`src/rtl/beat_gen.sv`:
```
// Beat generator: one-hot PHASES-beat timing sequence, each beat DIV clocks long,
// with run / stop-at-cycle-end / single-step control and a machine-cycle counter.
module beat_gen #(
  parameter int PHASES = 4,
  parameter int DIV    = 25_000_000,
  parameter int CNT_W  = 8
) (
  input  logic              clk_100M,
  input  logic              rst,
  input  logic              start,
  input  logic              stop,
  input  logic              step,
  output logic [PHASES-1:0] t,
  output logic              busy,
  output logic              cycle_end,
  output logic [CNT_W-1:0]  cycle_cnt
);

  localparam int              CW      = (DIV > 1) ? $clog2(DIV) : 1;
  localparam logic [CW-1:0]   CNT_MAX = CW'(DIV - 1);
  localparam logic [PHASES-1:0] T_FIRST = PHASES'(1);

  typedef enum logic [1:0] {IDLE, RUN, STEP, DRAIN} state_t;

  state_t        state;
  logic [CW-1:0] cnt;
  logic          tick;
  logic          last;
  logic          resume;
  logic          keep_running;

  assign busy         = (state != IDLE);
  assign tick         = busy && (cnt == CNT_MAX);
  assign last         = t[PHASES-1];
  assign cycle_end    = tick && last;
  assign resume       = (state == DRAIN) && start && !stop;
  // A cycle wraps to T[0] if we are running, or a drain is being cancelled this clock.
  assign keep_running = (state == RUN) || resume;

  always_ff @(posedge clk_100M or negedge rst) begin
    if (!rst) begin
      state     <= IDLE;
      t         <= '0;
      cnt       <= '0;
      cycle_cnt <= '0;
    end else begin
      case (state)
        IDLE: begin
          cnt <= '0;
          if (!stop && (start || step)) begin
            state <= start ? RUN : STEP;
            t     <= T_FIRST;
          end else begin
            t <= '0;
          end
        end
        default: begin
          cnt <= tick ? '0 : cnt + CW'(1);
          if (state == RUN && stop)
            state <= DRAIN;
          else if (resume)
            state <= RUN;
          if (tick) begin
            if (!last) begin
              t <= t << 1;
            end else begin
              cycle_cnt <= cycle_cnt + CNT_W'(1);
              if (keep_running) begin
                t <= T_FIRST;
              end else begin
                state <= IDLE;
                t     <= '0;
              end
            end
          end
        end
      endcase
    end
  end

endmodule

```
`config.mk`:
```
export PLATFORM = sky130hd
export DESIGN_NAME = beat_gen
export DESIGN_NICKNAME = d
export VERILOG_FILES = /design/src/rtl/beat_gen.sv
export SDC_FILE = /design/constraint.sdc
export NUM_CORES = 1
export LEC_CHECK = 0
export ABC_CLOCK_PERIOD_IN_PS = 2800
export BUFFER_PORTS_ARGS = -buffer_cell sky130_fd_sc_hd__buf_2
export CORE_AREA = 3 3 75 77
export CTS_BUF_LIST = sky130_fd_sc_hd__clkbuf_8
export DETAILED_ROUTE_END_ITERATION = 10
export DIE_AREA = 0 0 78 80
export PLACE_DENSITY = 0.65
export SLEW_MARGIN = 20
export SYNTH_ARGS = -nofsm -noshare
export SYNTH_HDL_FRONTEND = slang
export SYNTH_SLANG_ARGS = --single-unit
```
`constraint.sdc`:
```
create_clock -name clk_100M -period 2.8 [get_ports clk_100M]
set_input_delay 0.56 -clock clk_100M [delete_from_list [all_inputs] [get_ports clk_100M]]
set_output_delay 0.56 -clock clk_100M [all_outputs]
set_load 0.02 [all_outputs]
```
## After elaboration in Yosys (flattened, before gate mapping)

Index checks and enable logic that the tools add are counted.

- Register bits: 39
- Input port bits: 5
- Output and inout bits: 14

- $add $sub $neg: 2
- Eq/ne operators: 4
- Multiplexer cells: 15
- Bitwise gates (word level): 1
- Reductions and logical operators: 13

Operators with widths:

| kind | count |
|---|---|
| 25-bit two-way mux | 2 |
| 25-bit by 1-bit adder with 25-bit output, second input constant | 1 |
| 25-bit == test, second input constant | 1 |
| 2-bit two-way mux | 8 |
| 4-bit two-way mux | 3 |
| 8-bit by 1-bit adder with 8-bit output, second input constant | 1 |
| 1-bit logical AND | 6 |
| 2-bit nonzero test | 2 |
| 3-bit AND reduction | 1 |
| 2-bit by 1-bit == test with 1-bit output, second input constant | 1 |
| 2-bit == test, second input constant | 1 |
| 2-bit logical NOT | 1 |
| 1-bit logical OR | 2 |
| 1-bit two-way mux | 2 |
| 2-bit != test, second input constant | 1 |
| 1-bit logical NOT | 1 |
| 1-bit NOT | 1 |

## Depth between registers and ports, before layout

- Depth in word-level cells: 9
- Mapped depth: 6
- Mapped depth without buffers: 5

## Worst setup path before layout

No wires, ideal clock.

- Kind: reg2out
- From: register t[3]
- To: output cycle_end
- Arrival: 1.434 ns
- Setup slack: 0.806 ns
- Stages on the path, launching flop included: 5
- Buffers on the path: 1
- Cells stage by stage: dfrtp_1 -> buf_1 -> o211a_1 -> nand4_1 -> nor2_1

- Cells in the longest elaborated chain, start to end: 1

Ends and longest elaborated chain:

| element | line | RTL |
|---|---|---|
| start: declaration | 13 | `output logic [PHASES-1:0] t,` |
| start signal: assignment | 65 | `t <= t << 1;` |
| 1-bit logical AND | 35 | `assign cycle_end = tick && last;` |
| end: declaration | 15 | `output logic cycle_end,` |

Every way passes these cells.

## Worst setup path in the final report

- From: register cnt[0]
- To: output cycle_end

- Cells in the longest elaborated chain, start to end: 3

Ends and longest elaborated chain:

| element | line | RTL |
|---|---|---|
| start: declaration | 26 | `logic [CW-1:0] cnt;` |
| start signal: assignment | 58 | `cnt <= tick ? '0 : cnt + CW'(1);` |
| 25-bit == test | 33 | `assign tick = busy && (cnt == CNT_MAX);` |
| 1-bit logical AND | 33 |  |
| 1-bit logical AND | 35 |  |

Every way passes these cells.

==> metrics <==
GP Congestion=0.7708; Final Hold Fails=0; total grt overflow=0; largest net degree at the start of global routing=40; drt total wl=3878 um; cts hold-fix bufs=0; data arrival time of the critical path=1.85 ns; Clk pin slew, worst setup/hold paths=0.07 ns; fin crit period=2.407 ns; Combinational Power Share=13.6%; Async SR Flop Fraction=100.0%; required time of the critical path=2.24 ns; H-tree depth=2; Slew Limit Fails=0; YS warnings=0; most common library cells after synthesis=dfrtp_1, nor2_1, a21oi_1; Synth Flop Type=dfrtp_1; Max Clock Freq=415.4 MHz; worst-skew pair later-pin latency=0.29 ns; Power Density=557.0 mW/mm2; leakage=0.9872 nW; Worst Tran Pin Value=0.8645 ns; Flop pwr share=56.1%; Rows=26; Clock Skews=0.004459 ns; dpl hpwl=2705 um; final setup fails=0; max cap viols=0; DP Cell Count=291; global-route wire length before repair=6755 um; Num CTS Buffers=5; Critical R2R Launch=cnt[0]; Mapped Nets=217; Clock power frac=30.4%; Vias=1,568; post-synthesis cell count=210; post-synth cell types=38; TritonRoute pass-1 iters=4; Root Buffer=clkbuf_8; Die W=78 um; DRT iter0 DRCs=102; kind of critical path=flop to primary output; setup TNS=0 ns; final period utilization=85.98%; most common cell in the netlist=dfrtp_1; source of the critical timing path=cnt[0]; post-cts repair resize count=0; CTS tree=built; Net Switching=0.3648 mW; Core ar.=0.005075 mm2; Seq cells post-synth=39; n_diodes=0; fillcell total=513; drt via density=5.262; Die H=80 um; final hold slack=0.3860 ns; max_slew headroom=42.37%; initial antenna violation count=0; fin nets=235; share of cells above drive strength 1=15.79%; Clock Tree Buf Depth=2; RSZ-0062 raised after global routing=no; clock sink total=39; syn avg cell area=9.575 um2; final cell count without fillers=298; Post-CTS Setup Bufs=0; critical-path maximum fanout=16; top cells by area, synth=dfrtp_1, xor2_1, a21oi_1; Switching Share=29.08%; Routed Antenna Nets=0; Int Power=0.8895 mW; Initial Util=39.62%; cell area after synthesis=0.002011 mm2; number of port buffers=18; die area=0.006240 mm2; Post-synth EDFFs=0; Hold WC Path Type=primary input to async pin; startpoint types=flop; post-synth top area cell=dfrtp_1; Worst Setup End Kind=primary output; Synth top area share=48.54%; boundary pin count=19; sequential-to-total area share from yosys stat=48.54%; DRC viols=0; vias in the first global route=1,456; All-Layer GR Usage=13.51%; status=completed; P&R area growth vs syn=12.01%; routed len/inst=13.01 um; Peak VDD IR=340.4 uV
[worst max-delay path: stages, from the launching register on]
cell and delay, ns:
dfrtp_1 0.40, ha_1 0.23, and2_1 0.17, nand4_1 0.11, buf_4 0.21, nor2_1 0.23, buf_2 0.21
[per-layer routing]
layer	up-vias	track usage (%)	part of all wire, %
met5	-	0	0
met4	0	4.720	1.3
met3	6	3.160	3.5
met2	26	20.29	46
met1	747	19.06	49
li1	789	-	-
[cell type report]
type                            instances  area, um2  area share (%)
Sequential cell                        39      975.9           43.33
Multi-Input combinational cell        150      947.2           42.06
Timing Repair Buffer                   21      112.6           5.000
Tap cell                               70      87.58           3.889
Clock buffer                            6      82.58           3.667
Inverter                               11      41.29           1.833
Clock inverter                          1      5.005          0.2222
[registers in the layout, summed over array words and instances (netlist names)]
register and cells:
t 4, state 2, cnt 25, cycle_cnt 8
[power by group through the flow]
stage / registers (mW) / clock network, mW / logic (mW)
after floorplan: 0.693 / 0 / 0.142
after global placement: 0.712 / 0 / 0.172
after detailed placement: 0.714 / 0 / 0.173
after CTS: 0.703 / 0.398 / 0.174
after global routing: 0.719 / 0.422 / 0.197
final: 0.703 / 0.381 / 0.170
[final timing paths]
path	cells past startpoint	slack, ns	end
hold / removal	1	0.39	cnt[19]
setup reg to reg	5	0.60	cnt[24]
setup / recovery	6	0.39	cycle_end
max in group asynchronous	1	1.87	t[2]
min in group clk_100M	1	0.47	cycle_cnt[7]
hold reg to reg	1	0.47	cycle_cnt[7]
[cell usage in the layout (no fill, tap or decap), drive strengths merged, types with 2 or more instances in the layout]
cell    synthesis  final
dfrtp          39     39
buf             3     21
nor2           18     18
a21oi          17     17
inv            11     11
nand2          11     11
xor2           11     11
nand3          11     11
o21ai          10     10
or4            10     10
nand4           9      9
nor3            9      9
xnor2           7      7
o31ai           6      6
or3             6      6
clkbuf          7      6
nor4            4      4
and4            3      3
nor2b           2      2
nor4b           2      2
o211a           2      2
ha              2      2
[cell families (layout without fill, tap and decap cells)]
logic type | Yosys count | count (layout) | synth area share, %
flip-flops | 39 | 39 | 48.54
multiplexers | 2 | 2 | 1.058
adder cells (fa/ha/maj) | 2 | 2 | 1.244
buffers and inverters | 21 | 39 | 4.356
AND/OR/NAND/NOR | 90 | 90 | 25.58
XOR/XNOR | 18 | 18 | 7.841
AO/OA/AOI/OAI | 38 | 38 | 11.39
[through the flow]
step           setup WS (ns)  utilization [%]  cell area (um2)  total power, mW
2_1_floorplan         0.8062                -             2011           0.8347
3_3_place_gp          0.6488            42.65             2165           0.8837
3_5_place_dp          0.6002            42.65             2165           0.8871
4_1_cts               0.3588            44.38             2252            1.275
5_1_grt               0.1134            44.38             2252            1.337
6_report              0.3926            44.38             2252            1.254
No activity file was read; power rests on OpenSTA's default activity.
